File: src/rtl/intersection_phase_ctrl_pkg.sv
// Shared types for the intersection light generator: phase/mode encodings and the night-hour test.
// Pure declarations; no state, no flow control.
package intersection_phase_ctrl_pkg;

    typedef enum logic [2:0] {
        ST_ALLRED = 3'd0,
        ST_GREEN  = 3'd1,
        ST_YELLOW = 3'd2,
        ST_WALK   = 3'd3,
        ST_NIGHT  = 3'd4,
        ST_EMG    = 3'd5
    } phase_e;

    typedef enum logic [1:0] {
        MODE_DAY   = 2'd0,
        MODE_NIGHT = 2'd1,
        MODE_PED   = 2'd2,
        MODE_EMG   = 2'd3
    } mode_e;

    localparam int MAX_LANES     = 8;
    localparam int HOURS_PER_DAY = 24;

    typedef logic [$clog2(MAX_LANES)-1:0] lane_idx_t;

    // Night window wraps midnight; an out-of-range hour is treated as day.
    function automatic logic night_hour(input logic [4:0] hour, input int nightStart, input int nightEnd);
        if (int'(hour) >= HOURS_PER_DAY) begin
            return 1'b0;
        end
        return (int'(hour) >= nightStart) || (int'(hour) < nightEnd);
    endfunction

endpackage

File: src/rtl/intersection_phase_ctrl_rr_next_lane.sv
// Circular priority search: first lane after baseLane (wrapping, baseLane itself last) with demand.
// Purely combinational; nextLane falls back to baseLane when no lane has demand.
module rr_next_lane
    import intersection_phase_ctrl_pkg::*;
#(
    parameter int NUM_LANES = 8
) (
    input  logic [NUM_LANES-1:0]         demand,
    input  logic [$clog2(NUM_LANES)-1:0] baseLane,
    output logic [$clog2(NUM_LANES)-1:0] nextLane,
    output logic                         anyDemand
);

    localparam int LW = $clog2(NUM_LANES);

    always_comb begin
        int cand;
        nextLane  = baseLane;
        anyDemand = |demand;
        // Walk offsets from farthest to nearest so the nearest hit is written last.
        for (int off = NUM_LANES; off >= 1; off--) begin
            cand = int'(baseLane) + off;
            if (cand >= NUM_LANES) begin
                cand = cand - NUM_LANES;
            end
            if (demand[cand[LW-1:0]]) begin
                nextLane = cand[LW-1:0];
            end
        end
    end

endmodule

File: src/rtl/intersection_phase_ctrl.sv
// N-lane intersection phase FSM with one shared phase timer; lamps are Moore-decoded from state.
// Phase changes take effect the cycle after the deciding edge; no backpressure, tick gates all timing.
module intersection_phase_ctrl
    import intersection_phase_ctrl_pkg::*;
#(
    parameter int NUM_LANES   = 8,
    parameter int CNT_W       = 8,
    parameter int TMR_W       = 7,
    parameter int T_GREEN     = 30,
    parameter int T_YELLOW    = 3,
    parameter int T_ALLRED    = 2,
    parameter int T_WALK      = 15,
    parameter int T_EMG_MIN   = 5,
    parameter int NIGHT_START = 22,
    parameter int NIGHT_END   = 6
) (
    input  logic                         clk,
    input  logic                         rst,
    input  logic                         tick,
    input  logic [4:0]                   hours_in,
    input  logic                         ped_req,
    input  logic                         emg_req,
    input  logic [$clog2(NUM_LANES)-1:0] emg_lane,
    input  logic [NUM_LANES*CNT_W-1:0]   lane_count,
    output logic [NUM_LANES-1:0]         green,
    output logic [NUM_LANES-1:0]         yellow,
    output logic                         walk,
    output logic [1:0]                   mode,
    output logic [$clog2(NUM_LANES)-1:0] active_lane,
    output logic                         emg_err
);

    localparam int LW = $clog2(NUM_LANES);

    phase_e               state, nextState;
    mode_e                modeQ;
    logic [TMR_W-1:0]     timer, loadVal;
    logic                 loadTimer;
    logic [LW-1:0]        activeLane, nextActive, incLane, rrLane;
    logic                 rrAny;
    logic [NUM_LANES-1:0] laneBusy, laneOh;
    logic                 pedPend, flash, emgHeld, emgErrQ;
    logic                 emgLaneOk, emgValid, isNight, expire, otherDemand;

    always_comb begin
        for (int i = 0; i < NUM_LANES; i++) begin
            laneBusy[i] = |lane_count[i*CNT_W +: CNT_W];
        end
    end

    assign laneOh      = NUM_LANES'(1) << activeLane;
    assign otherDemand = |(laneBusy & ~laneOh);
    assign incLane     = (activeLane == LW'(NUM_LANES-1)) ? '0 : activeLane + 1'b1;
    assign emgLaneOk   = ({1'b0, emg_lane} < (LW+1)'(NUM_LANES));
    assign emgValid    = emg_req && emgLaneOk;
    assign isNight     = night_hour(hours_in, NIGHT_START, NIGHT_END);
    assign expire      = tick && (timer == '0);

    rr_next_lane #(
        .NUM_LANES (NUM_LANES)
    ) uRrNext (
        .demand    (laneBusy),
        .baseLane  (activeLane),
        .nextLane  (rrLane),
        .anyDemand (rrAny)
    );

    always_comb begin
        nextState  = state;
        nextActive = activeLane;
        loadTimer  = 1'b0;
        case (state)
            ST_ALLRED: begin
                if (expire) begin
                    if (emgValid) begin
                        nextState  = ST_EMG;
                        nextActive = emg_lane;
                    end else if (pedPend) begin
                        nextState = ST_WALK;
                    end else if (isNight) begin
                        nextState = ST_NIGHT;
                    end else begin
                        nextState  = ST_GREEN;
                        nextActive = rrAny ? rrLane : incLane;
                    end
                end
            end
            ST_GREEN: begin
                // Preemption of the lane already green skips clearance entirely.
                if (emgValid) begin
                    nextState = (emg_lane == activeLane) ? ST_EMG : ST_YELLOW;
                end else if (expire) begin
                    if (pedPend || isNight || otherDemand) begin
                        nextState = ST_YELLOW;
                    end else begin
                        loadTimer = 1'b1;
                    end
                end
            end
            ST_YELLOW: begin
                if (expire) nextState = ST_ALLRED;
            end
            ST_WALK: begin
                if (emgValid || expire) nextState = ST_ALLRED;
            end
            ST_NIGHT: begin
                if (emgValid || pedPend || !isNight) nextState = ST_ALLRED;
            end
            ST_EMG: begin
                if (!emgValid && (expire || emgHeld)) nextState = ST_YELLOW;
            end
            default: nextState = ST_ALLRED;
        endcase
        if (nextState != state) loadTimer = 1'b1;
    end

    always_comb begin
        case (nextState)
            ST_GREEN:  loadVal = TMR_W'(T_GREEN - 1);
            ST_YELLOW: loadVal = TMR_W'(T_YELLOW - 1);
            ST_ALLRED: loadVal = TMR_W'(T_ALLRED - 1);
            ST_WALK:   loadVal = TMR_W'(T_WALK - 1);
            ST_EMG:    loadVal = TMR_W'(T_EMG_MIN - 1);
            default:   loadVal = '0;
        endcase
    end

    always_ff @(posedge clk or posedge rst) begin
        if (rst) begin
            state <= ST_ALLRED;
        end else begin
            state <= nextState;
        end
    end

    always_ff @(posedge clk or posedge rst) begin
        if (rst) begin
            timer      <= TMR_W'(T_ALLRED - 1);
            activeLane <= '0;
            pedPend    <= 1'b0;
            flash      <= 1'b0;
            emgHeld    <= 1'b0;
            emgErrQ    <= 1'b0;
        end else begin
            activeLane <= nextActive;
            if (loadTimer) begin
                timer <= loadVal;
            end else if (tick && timer != '0) begin
                timer <= timer - 1'b1;
            end
            // Presses during an active walk are already being served and are dropped.
            if (nextState == ST_WALK && state != ST_WALK) begin
                pedPend <= 1'b0;
            end else if (ped_req && state != ST_WALK) begin
                pedPend <= 1'b1;
            end
            flash   <= (state == ST_NIGHT && nextState == ST_NIGHT) ? (flash ^ tick) : 1'b0;
            emgHeld <= (state == ST_EMG && nextState == ST_EMG) && (emgHeld || expire);
            emgErrQ <= emg_req && (emgErrQ || !emgLaneOk);
        end
    end

    always_comb begin
        green  = '0;
        yellow = '0;
        walk   = 1'b0;
        modeQ  = MODE_DAY;
        case (state)
            ST_GREEN:  green = laneOh;
            ST_YELLOW: yellow = laneOh;
            ST_WALK: begin
                walk  = 1'b1;
                modeQ = MODE_PED;
            end
            ST_NIGHT: begin
                yellow = {NUM_LANES{flash}};
                modeQ  = MODE_NIGHT;
            end
            ST_EMG: begin
                green = laneOh;
                modeQ = MODE_EMG;
            end
            default: ;
        endcase
    end

    assign mode        = modeQ;
    assign active_lane = activeLane;
    assign emg_err     = emgErrQ;

endmodule

File: config.mk
export PLATFORM = sky130hd
export DESIGN_NAME = intersection_phase_ctrl
export DESIGN_NICKNAME = d
export VERILOG_FILES = /design/src/rtl/intersection_phase_ctrl_pkg.sv /design/src/rtl/intersection_phase_ctrl_rr_next_lane.sv /design/src/rtl/intersection_phase_ctrl.sv
export SDC_FILE = /design/constraint.sdc
export NUM_CORES = 1
export LEC_CHECK = 0
export CAP_MARGIN = 20
export CORE_UTILIZATION = 40
export DETAILED_ROUTE_END_ITERATION = 8
export PLACE_DENSITY = 0.77
export SYNTH_ARGS = -nofsm -noshare
export SYNTH_HDL_FRONTEND = slang
export SYNTH_SLANG_ARGS = --single-unit
File: constraint.sdc
create_clock -name clk -period 9.2 [get_ports clk]
set_clock_uncertainty 0.15 [all_clocks]
set_input_delay 1.84 -clock clk [delete_from_list [all_inputs] [get_ports clk]]
set_output_delay 1.84 -clock clk [all_outputs]
set_load 0.005 [all_outputs]
==> metrics <==
worst hold stages=1; H-tree depth=1; post-CTS setup buffer count=0; vias in the first global route=2732; Die Y=a little over 80 microns; filler instances=571; CP peak stage delay=550 ps; # DRC=0; DR WL/cell=17.3 microns; Async SR Flop Fraction=100%; Synth Area per Inst=about 8.8 sq um; Yosys reg bits=17; EDFF count, synth=0; GRT overflow=0; Worst Path Required=9190 ps; antenna diode count=0; worst r2r path cells=8; Crit Path Max Fanout=5; final setup fails=0; vias after detailed routing=2804; vias per inst=about 6.1; fraction of layout cells with a size suffix above 1=13.8%; post_cts resized=0; NumNets Final=473; post-route ant nets=0; Num CTS Buffers=3; latest clock arrival within the worst-skew pair=260 ps; post-synthesis sequential area ratio=approximately 16%; worst rel slew slack=50.0%; Critical Path AT=4720 ps; critical path class=input port to flip-flop; die area=6870 sq um; P&R area growth vs syn=40.6%; first-pass GRT wire length=13600 microns; Clock Tree Buf Depth=2; DRT iter0 DRCs=208; CTS tree=done; Period Utilization, post-route=between 50% and 60%; Syn Nets=between 300 and 400; Final Critical Period=4730 ps; Reg clk slew, reported paths=70 ps; I/O Pins=100; Tot Pwr=0.000678 W; 1st-pass router iterations=5; Total Wirelength=8000 microns; detailed-placement wirelength estimate=roughly 6500 microns; final slew viol count=0; Tot GR Track Use=about a quarter; cts hold-fix bufs=0; FP Rows=29; initial antenna violation count=0; post-synthesis cell type count=66; mapped cell area=roughly 2600 sq um; GPL Wtd Cong=0.871; Worst path slowest cell=mux4_2; Final Hold Viols=0; Most used DFF post-synth=dfrtp_1; crit start category=input port; root cell of the clock tree=clkbuf_8; HP Class=flip-flop to flip-flop; Starting Density=41.2%; crit path cell chain=clkdlybuf4s50_1 > nor4_4 > nand2_1 > mux4_2 > mux2i_1 > o21ai_1 > a211o_1 > a311oi_1 > mux2_1; worst vdd ir=139 uV; setup ws final=4470 ps; pre-CTS setup slack=~4200 ps; Mapped Cells=between 200 and 300; Worst Tran Pin Value=about 750 ps; Core Area=6350 sq um; TNS Setup=0 ps; Fmax=0.211 GHz; Port Buffer Count=98; Crit. End Element=flip-flop; die width=82.9 microns; RSZ-0062 raised after global routing=false; status=complete, no violations; leak pwr=1.26 nW; max_cap viols=0; largest net degree at the start of global routing=21; Yosys warning total=0; power per cell area=184 nW/um^2; clk sinks=17
==> report_power, final <==
group          switching (W)  total [W]  internal [W]
Clock              0.0000275  0.0000576     0.0000301
Sequential         0.0000633   0.000164      0.000100
Combinational       0.000238   0.000457      0.000218
==> final cells by class <==
type                            count  area [sq um]  share of cell area [%]
Clock buffer                        3          41.3                    1.12
Multi-Input combinational cell    252          2080                    56.5
Timing Repair Buffer               98           981                    26.6
Tap cell                           77          96.3                    2.62
Sequential cell                    17           427                    11.6
Inverter                           14          52.6                    1.43
Clock inverter                      1          5.00                   0.136
==> layer usage <==
layer / wire length [microns] / vias to the layer above / share of wire [%] / GRT usage [%]
met5: 0 / - / 0 / 0
met4: 135 / 0 / 1.7 / 6.58
met3: 515 / 16 / 6.4 / 2.49
met2: 3880 / 122 / 48 / 39.4
met1: 3470 / 1337 / 43 / 32.9
li1: - / 1329 / - / -
==> state kept, by name, summed over array words and instances, names as in the netlist <==
name         flops
timer            7
active_lane      3
state            3
emgHeld          1
emg_err          1
flash            1
pedPend          1
==> per-stage QoR <==
step,std cells,hold slack [ps],utilization (%),area (sq um)
4_1_cts,462,345,58.0,3680
6_report,462,340,58.0,3680
3_3_place_gp,458,327,57.2,3630
5_1_grt,462,369,58.0,3680
2_1_floorplan,298,332,-,2620
3_5_place_dp,458,325,57.2,3630
==> final timing paths <==
path	end	start	slack, ps
max	active_lane[0]	lane_count[9]	4470
min	emg_err	emg_err	340
min in group asynchronous	emg_err	rst	1810
max in group asynchronous	active_lane[2]	rst	6670
min reg2reg	emg_err	emg_err	340
max reg2reg	timer[2]	active_lane[2]	5620
==> cell usage in the layout (no fill, tap or decap), types with 3 or more instances in the layout <==
master	synthesis	routed
o21a_1	4	4
nand2_1	22	22
xor2_1	3	3
clkdlybuf4s50_1	0	98
nor2b_1	3	3
dfrtp_1	16	16
inv_1	12	12
o21ai_0	8	8
nand4_1	12	12
nand3_1	15	15
nand2_2	5	5
nand2b_1	3	3
nor3_1	7	7
xnor2_1	8	8
ha_1	10	10
a31oi_1	6	6
clkbuf_8	0	3
nor4_4	14	14
nor2_1	19	19
mux2_2	8	8
o221ai_1	3	3
and3_1	3	3
a21oi_1	21	21
mux2_1	3	3
mux4_2	8	8
o21ai_1	4	4
mux2i_1	7	7
and2_1	6	6
==> Yosys cell counts, drive strengths merged, types with 2 or more instances <==
master / instances / share of area [%]
a21oi: 21 / 4.0
xor2: 3 / 1.0
nand3: 15 / 2.9
o221ai: 3 / 1.0
or2: 2 / 0.48
o41ai: 2 / 0.67
clkbuf: 11 / 1.6
or4: 2 / 0.57
xnor2: 8 / 2.7
and4b: 2 / 0.76
a211oi: 2 / 0.57
inv: 14 / 2.0
a31o: 2 / 0.67
nor4: 18 / 13
mux2i: 9 / 4.4
mux2: 12 / 5.3
nand2: 27 / 4.3
nor2: 19 / 2.7
mux4: 8 / 6.9
and3: 3 / 0.72
a31oi: 6 / 1.4
a2111oi: 3 / 1.1
nor3: 8 / 1.7
ha: 10 / 4.8
buf: 4 / 0.72
o21ai: 12 / 2.3
o32a: 2 / 0.76
dfrtp: 16 / 15
nor4b: 2 / 0.67
nand4: 12 / 2.9
and2: 6 / 1.4
a22oi: 2 / 0.57
o21a: 4 / 1.1
a32oi: 2 / 0.67
nor2b: 3 / 0.72
nor3b: 3 / 1.1
nand2b: 3 / 0.72
==> cells by family after synthesis <==
kind of cell    Yosys count  synth area share (%)
mux                      29                  16.6
compound gates           73                  18.7
fa+ha+maj                10                  4.78
xor+xnor                 11                  3.68
buf+inv                  29                  4.30
simple gates            129                  35.7
flops                    17                  16.3
==> critical path: cells and delay by family <==
kind,cells,cell delay [ps]
multiplexers,3,1140
buffers and inverters,1,470
AO/OA/AOI/OAI,3,730
AND/OR/NAND/NOR,2,530
Power figures use the tool's default switching activity.
